### src/rtl/debounce_pkg.sv
// Shared types and defaults for the debounce_edge input conditioner.
package debounce_pkg;

    typedef enum logic [1:0] {
        IdleLo = 2'b00,
        WaitHi = 2'b01,
        IdleHi = 2'b10,
        WaitLo = 2'b11
    } deb_state_e;

    localparam int unsigned DefStableCycles = 1000;
    localparam int unsigned DefCntW         = 16;

    function automatic logic is_wait(input deb_state_e st);
        return (st == WaitHi) || (st == WaitLo);
    endfunction

endpackage

### src/rtl/sync_2ff.sv
// Two-flop synchronizer for a single asynchronous bit; synchronous active-low reset.
module sync_2ff (
    input  logic clk,
    input  logic reset_n,
    input  logic d_i,
    output logic q_o
);

    logic meta_d, meta_q;
    logic sync_d, sync_q;

    always_comb begin
        meta_d = d_i;
        sync_d = meta_q;
    end

    always_ff @(posedge clk) begin
        if (!reset_n) begin
            meta_q <= 1'b0;
            sync_q <= 1'b0;
        end else begin
            meta_q <= meta_d;
            sync_q <= sync_d;
        end
    end

    assign q_o = sync_q;

endmodule

### src/rtl/debounce_edge.sv
// Debounces a raw level into a clean level plus one-cycle rise/fall pulses.
// Define DEBOUNCE_SYNC_EN to insert a 2-flop synchronizer ahead of the sample register.
module debounce_edge
    import debounce_pkg::*;
#(
    parameter int unsigned STABLE_CYCLES = DefStableCycles,
    parameter int unsigned CNT_W         = DefCntW
) (
    input  logic clk,
    input  logic reset_n,
    input  logic i_d,
    output logic o_q,
    output logic o_qb,
    output logic o_rise,
    output logic o_fall,
    output logic o_busy
);

    localparam logic [CNT_W-1:0] CntLast = CNT_W'(STABLE_CYCLES - 1);
    localparam logic [CNT_W-1:0] CntOne  = CNT_W'(1);

    logic       s_raw;
    logic       s_d, s_q;
    deb_state_e state_d, state_q;
    logic [CNT_W-1:0] cnt_d, cnt_q;
    logic       level_d, level_q;
    logic       rise_d, rise_q;
    logic       fall_d, fall_q;
    logic       busy_d, busy_q;

`ifdef DEBOUNCE_SYNC_EN
    sync_2ff u_sync_2ff (
        .clk     (clk),
        .reset_n (reset_n),
        .d_i     (i_d),
        .q_o     (s_raw)
    );
`else
    assign s_raw = i_d;
`endif

    always_comb begin
        s_d     = s_raw;
        state_d = state_q;
        cnt_d   = cnt_q;
        level_d = level_q;
        rise_d  = 1'b0;
        fall_d  = 1'b0;
        case (state_q)
            IdleLo: begin
                level_d = 1'b0;
                if (s_q) begin
                    state_d = WaitHi;
                    cnt_d   = CntOne;
                end else begin
                    cnt_d = '0;
                end
            end
            WaitHi: begin
                if (!s_q) begin
                    state_d = IdleLo;
                    cnt_d   = '0;
                end else if (cnt_q == CntLast) begin
                    state_d = IdleHi;
                    level_d = 1'b1;
                    rise_d  = 1'b1;
                    cnt_d   = '0;
                end else begin
                    cnt_d = cnt_q + CntOne;
                end
            end
            IdleHi: begin
                level_d = 1'b1;
                if (!s_q) begin
                    state_d = WaitLo;
                    cnt_d   = CntOne;
                end else begin
                    cnt_d = '0;
                end
            end
            WaitLo: begin
                if (s_q) begin
                    state_d = IdleHi;
                    cnt_d   = '0;
                end else if (cnt_q == CntLast) begin
                    state_d = IdleLo;
                    level_d = 1'b0;
                    fall_d  = 1'b1;
                    cnt_d   = '0;
                end else begin
                    cnt_d = cnt_q + CntOne;
                end
            end
            default: begin
                state_d = IdleLo;
                cnt_d   = '0;
                level_d = 1'b0;
            end
        endcase
        // Busy is registered alongside the state it describes.
        busy_d = is_wait(state_d);
    end

    always_ff @(posedge clk) begin
        if (!reset_n) begin
            s_q     <= 1'b0;
            state_q <= IdleLo;
            cnt_q   <= '0;
            level_q <= 1'b0;
            rise_q  <= 1'b0;
            fall_q  <= 1'b0;
            busy_q  <= 1'b0;
        end else begin
            s_q     <= s_d;
            state_q <= state_d;
            cnt_q   <= cnt_d;
            level_q <= level_d;
            rise_q  <= rise_d;
            fall_q  <= fall_d;
            busy_q  <= busy_d;
        end
    end

    assign o_q    = level_q;
    assign o_qb   = ~level_q;
    assign o_rise = rise_q;
    assign o_fall = fall_q;
    assign o_busy = busy_q;

endmodule
### config.mk
export PLATFORM = sky130hd
export DESIGN_NAME = debounce_edge
export DESIGN_NICKNAME = d
export VERILOG_FILES = /design/src/rtl/debounce_pkg.sv /design/src/rtl/sync_2ff.sv /design/src/rtl/debounce_edge.sv
export SDC_FILE = /design/constraint.sdc
export NUM_CORES = 1
export LEC_CHECK = 0
export BUFFER_PORTS_ARGS = -buffer_cell sky130_fd_sc_hd__buf_2
export CAP_MARGIN = 0
export CORE_MARGIN = 5
export CORE_UTILIZATION = 28
export DETAILED_ROUTE_END_ITERATION = 8
export SLEW_MARGIN = 0
export SYNTH_ARGS = -nofsm -noshare
export SYNTH_HDL_FRONTEND = slang
export SYNTH_SLANG_ARGS = --single-unit
export TNS_END_PERCENT = 30
### constraint.sdc
create_clock -name clk -period 2 [get_ports clk]
set_input_delay 0.4 -clock clk [delete_from_list [all_inputs] [get_ports clk]]
set_output_delay 0.4 -clock clk [all_outputs]
set_load 0.02 [all_outputs]
== Word-level counts from Yosys, hierarchy flattened ==
Cells that the tools add are included.

* Latch bits: 0
* Memory bits (read-only): 0
* Output and inout bits: 5
* Memory bits (writable): 0
* Register bits after elaboration: 23
* Input port bits: 3
* Word-level logic and storage cells: 45
* Memories kept: 0

* Equality and inequality tests: 10
* Muxes and demuxes: 19
* $mul: 0
* $add $sub $neg: 1
* Div/mod/pow operators: 0
* Bitwise logic cells: 3
* Reductions and logical operators: 5
* Shift-type cells: 0
* $lt $le $gt $ge: 0

{| class="wikitable"
|+ Operators by type and width
! operator !! count
|-
| 16-bit one-hot mux with 4 select lines || 1
|-
| 16-bit 2-to-1 mux || 3
|-
| 16-bit by 1-bit adder with 16-bit output (second input constant) || 1
|-
| 16-bit by 10-bit == test with 1-bit output (second input constant) || 1
|-
| 2-bit 2-to-1 mux || 6
|-
| 2-bit != test (second input constant) || 4
|-
| 2-bit one-hot mux with 4 select lines || 1
|-
| 1-bit 2-to-1 mux || 7
|-
| 2-bit == test (second input constant) || 3
|-
| 2-bit by 1-bit == test with 1-bit output (second input constant) || 2
|-
| 1-bit one-hot mux with 4 select lines || 1
|-
| 4-bit AND reduction || 1
|-
| 1-bit NOT || 3
|-
| 3-bit AND reduction || 1
|-
| 3-bit OR reduction || 1
|-
| 2-bit zero test || 1
|-
| 1-bit logical OR || 1
|}

== Longest topological paths before layout ==
* Word-level depth: 6
* Gate-level depth with buffers: 7
* Depth with buffers taken out: 6

== Worst setup path before layout ==
No wires, ideal clock.

* Path kind: reg-to-reg
* From: reg cnt_q[11]
* To: reg cnt_q[15]
* Data required time: 1.885 ns
* Path buffers: 2
* Stages on the path, launching flop included: 7
* Setup slack: 0.068 ns
* Arrival: 1.818 ns
* Clock period less this slack: 1.932 ns
* Library setup time: 0.115 ns
* Path through: dfxtp_1 > or4_1 > or4_1 > buf_2 > nand4b_4 > buf_6 > nor2_1

* Longest elaborated chain between the ends: 4
* Elaborated cells between the ends (all ways): 6
* Classes of those cells: 1 x add/sub; 1 x eq/ne; 4 x mux

{| class="wikitable"
|+ RTL lines
! element !! line !! RTL
|-
| start, declared || debounce_edge.sv:25 || <nowiki>logic [CNT_W-1:0] cnt_d, cnt_q;</nowiki>
|-
| start signal, assigned || debounce_edge.sv:116 || <nowiki>cnt_q <= cnt_d;</nowiki>
|-
| 16-bit by 1-bit adder with 16-bit output / 16-bit by 10-bit == test with 1-bit output (equally long branches) || n/a ||
|-
| 16-bit 2-to-1 mux * || debounce_edge.sv:63, debounce_edge.sv:85 ||
|-
| 16-bit 2-to-1 mux (on tied branches) || debounce_edge.sv:82, debounce_edge.sv:60 ||
|-
| 16-bit one-hot mux with 4 select lines * || debounce_edge.sv:49 || <nowiki>case (state_q)</nowiki>
|}

Mark *: on every way between the ends. The rest lies on a longest branch, timed or not.
A chain may end at the register's enable or synchronous reset.

== Worst setup path after layout ==
* From: reg cnt_q[4]
* To: reg busy_q (netlist: o_busy)

* Longest elaborated chain between the ends: 6
* Elaborated cells between the ends (all ways): 9
* Classes of those cells: 3 x eq/ne; 5 x mux; 1 x reduce/logical

{| class="wikitable"
|+ RTL lines
! element !! line !! RTL
|-
| 16-bit by 10-bit == test with 1-bit output * || debounce_edge.sv:63, debounce_edge.sv:85 ||
|-
| 2-bit 2-to-1 mux (on tied branches) || debounce_edge.sv:85, debounce_edge.sv:63 ||
|-
| 2-bit 2-to-1 mux (on tied branches) || debounce_edge.sv:82, debounce_edge.sv:60 ||
|-
| 2-bit one-hot mux with 4 select lines * || debounce_edge.sv:49 ||
|-
| 2-bit by 1-bit == test with 1-bit output / 2-bit == test (equally long branches) || debounce_pkg.sv:15 || <nowiki>return (st == WaitHi) || (st == WaitLo);</nowiki>
|-
| 1-bit logical OR * || debounce_pkg.sv:15 ||
|-
| end signal, assigned || debounce_edge.sv:120 || <nowiki>busy_q <= busy_d;</nowiki>
|-
| end, declared || debounce_edge.sv:29 || <nowiki>logic busy_d, busy_q;</nowiki>
|}

Marks and branches as above.

==> summary.md <==
| Metric | Value |
|---|---|
| Yosys top cell by area | dfxtp_1 |
| Tot Pwr | 0.8073 mW |
| Inst Count DP | 188 |
| CTS tree | yes |
| Final ANT Viol Nets | 0 |
| Kind of critical path | register to register |
| RSZ-0062 raised after global routing | true |
| Fin area | 0.001338 mm² |
| Worst path max stage delay | 0.63 ns |
| Antenna violations before repair | 0 |
| Final net count | 152 |
| Pleak | 0.4657 nW |
| Arrival time at the worst endpoint | 2.07 ns |
| Worst path top cell family by delay | simple AND/OR/NAND/NOR gates |
| Clk_skew | 0.004616 ns |
| Yosys reg bits | 23 |
| Die X | 73.38 µm |
| Placed cell area | 0.001274 mm² |
| Initial Util | 0.2853 |
| Port Buffers | 7 |
| Non-Filler Instances | 193 |
| Synth Warn # | 0 |
| DR vias | 948 |
| # Max-Cap Violations | 0 |
| Slew headroom | 0.6948 |
| Fin crit share | 0.9647 |
| Bufs on Longest Clock Path | 2 |
| Crit path max fanout | 6 |
| Primary FF master, synth | dfxtp_1 |
| Crit path time final | 1.929 ns |
| CTS Root Cell | clkbuf_8 |
| Die extent in y | 73.38 µm |
| Syn Inst Count | 125 |
| Yosys top cell area share | 0.4093 |
| Post-CTS Hold Buffers | 0 |
| Bufs and invs on worst path | 0 |
| Final count of pins violating max slew | 0 |
| Io pins | 8 |
| Synth Area per Inst | 8.999 µm² |
| Cell Area, Synth | 0.001125 mm² |
| Gpl congestion | 0.9034 |
| Worst-Skew Late Latency | 0.25 ns |
| All-layer global routing usage | 0.08362 |
| Row count | 23 |
| Final hold violation count | 0 |
| Top post-synthesis cells by count | dfxtp_1, nor2_1, xnor2_1 |
| CP required | 2.14 ns |
| Outcome | finished clean |
| Final WS setup | 0.07069 ns |
| Via/cell ratio | 4.912 |
| Measured slew at the worst slew-check pin | 0.4519 ns |
| DR WL/cell | 11.89 µm |
| Max Clock Freq | 518.3 MHz |
| Hold crit path type | primary input to register |
| Core ar. | 0.003943 mm² |
| Cells along the critical path | or4_1 -> or4_4 -> a211oi_2 -> a211oi_1 |
| # Post-CTS Setup Buffers | 0 |
| DR DRC count | 0 |
| Area Overhead vs Synth | 18.91% |
| DR pass1 iterations | 4 |
| DRT Wirelength | 2.294 mm |
| Htree depth | 1 |
| Slowest cell on the critical path | or4_4 |
| DP HPWL | 1.632 mm |
| Pre-CTS WS | -0.02299 ns |
| Clk pin slew, worst setup/hold paths | 0.08 ns |
| Clock sink count | 23 |
| Finish-stage setup viols | 0 |
| Top post-synthesis cells by area | dfxtp_1, xnor2_1, nor2_1 |
| Number of CTS-inserted buffers | 3 |
| Die area | 0.005385 mm² |
| Power Density | 603.6 mW/mm² |
| First-pass GRT wire length | 3.698 mm |
| CP Launch Type | register |
| Top-count cell post-synth | dfxtp_1 |
| Vias in the first global route | 889 |
| Post-synth EDFFs | 0 |
| Diodes inserted | 0 |
| Syn_nets | 133 |
| Fill cells | 400 |
| Layout cells sized above 1 | 0.1958 |
| Cell variety after synth | 34 |
| Largest net degree at the start of global routing | 17 |
| Initial drt markers | 66 |
| VDD IR max | 0.2024 mV |
| Synth async-reset ratio | 0 |
| Gr ovfl total | 0 |
| CP Capture Type | register |
| Seq/Total Area, Yosys | 0.4093 |
-- stage by stage --
| stage | util | TNS [ns] | hold WS, ns |
|---|---|---|---|
| 5_1_grt | 0.3393 | -0.02951 | 0.3526 |
| 4_1_cts | 0.3354 | 0 | 0.3450 |
| 2_1_floorplan | - | 0 | 0.4760 |
| 3_3_place_gp | 0.3231 | 0 | 0.5047 |
| 6_report | 0.3393 | 0 | 0.3489 |
| 3_5_place_dp | 0.3231 | -0.02299 | 0.5126 |
-- logic make-up (layout without fill, tap and decap cells) --
| kind of cell | after synthesis | in the layout | share of synthesized area |
|---|---|---|---|
| flops | 23 | 23 | 0.4093 |
| compound gates | 13 | 13 | 0.08565 |
| mux | 2 | 2 | 0.01780 |
| fa+ha+maj | 5 | 5 | 0.05562 |
| buf+inv | 11 | 28 | 0.04450 |
| simple gates | 57 | 58 | 0.2781 |
| xor+xnor | 14 | 14 | 0.1090 |
-- placed cells by master, fill, tap and decap left out, types with 3 or more instances in the layout --
| cell type | synthesis | final |
|---|---|---|
| a21oi_1 | 3 | 3 |
| buf_2 | 1 | 7 |
| buf_4 | 0 | 10 |
| clkbuf_8 | 0 | 3 |
| dfxtp_1 | 23 | 23 |
| ha_1 | 5 | 5 |
| inv_1 | 7 | 7 |
| nand2_1 | 6 | 6 |
| nand3_1 | 6 | 6 |
| nand4_1 | 4 | 4 |
| nor2_1 | 17 | 17 |
| nor3_1 | 5 | 5 |
| nor4_1 | 6 | 6 |
| xnor2_1 | 12 | 12 |
-- routing by layer --
layer  track usage  part of all wire  vias to the layer above  wire length, µm
met5             0                 0                        -                0
met4       0.05030             0.031                        0               71
met3      0.008208             0.024                        8               54
met2        0.1400              0.49                       17             1122
met1        0.1028              0.46                      443             1046
li1              -                 -                      480                -
-- flip-flops by register name, summed over array words and instances (netlist names) --
register	count
o_rise	1
state_q	2
o_busy	1
cnt_q	16
s_q	1
o_fall	1
o_q	1
-- layout make-up --
class / count / area (µm²) / share of cell area
Sequential cell: 23 / 460.4 / 0.3442
Clock buffer: 4 / 45.04 / 0.03368
Tap cell: 50 / 62.56 / 0.04677
Inverter: 7 / 26.28 / 0.01964
Timing Repair Buffer: 17 / 110.1 / 0.08232
Multi-Input combinational cell: 92 / 633.1 / 0.4733
-- worst register-to-register path, cell delays in order, from the launching register on --
cell and delay (ns):
dfxtp_1 0.31, or4_1 0.55, or4_4 0.63, a211oi_2 0.24, a211oi_1 0.09
-- worst paths after layout --
| kind | depth (start not counted) | slack, ns | end | start |
|---|---|---|---|---|
| hold reg to reg | 2 | 0.53 | cnt_q[15] | cnt_q[15] |
| setup reg to reg | 4 | 0.07 | o_busy | cnt_q[4] |
| hold / removal | 2 | 0.35 | s_q | i_d |
| setup / recovery | 4 | 0.07 | o_busy | cnt_q[4] |
-- timing repair --
item                       in CTS  in global routing
setup endpoints to repair       7                  1
pin swaps                       1                  1
resized for setup               1                  0
cloned                          0                  1
-- report_power, final --
group	total (mW)	switching, mW	leakage [nW]	internal (mW)
Combinational	0.0584	0.0341	0.257	0.0243
Sequential	0.471	0.00616	0.186	0.465
Clock	0.278	0.136	0.0228	0.142
Power figures use the tool's default switching activity.
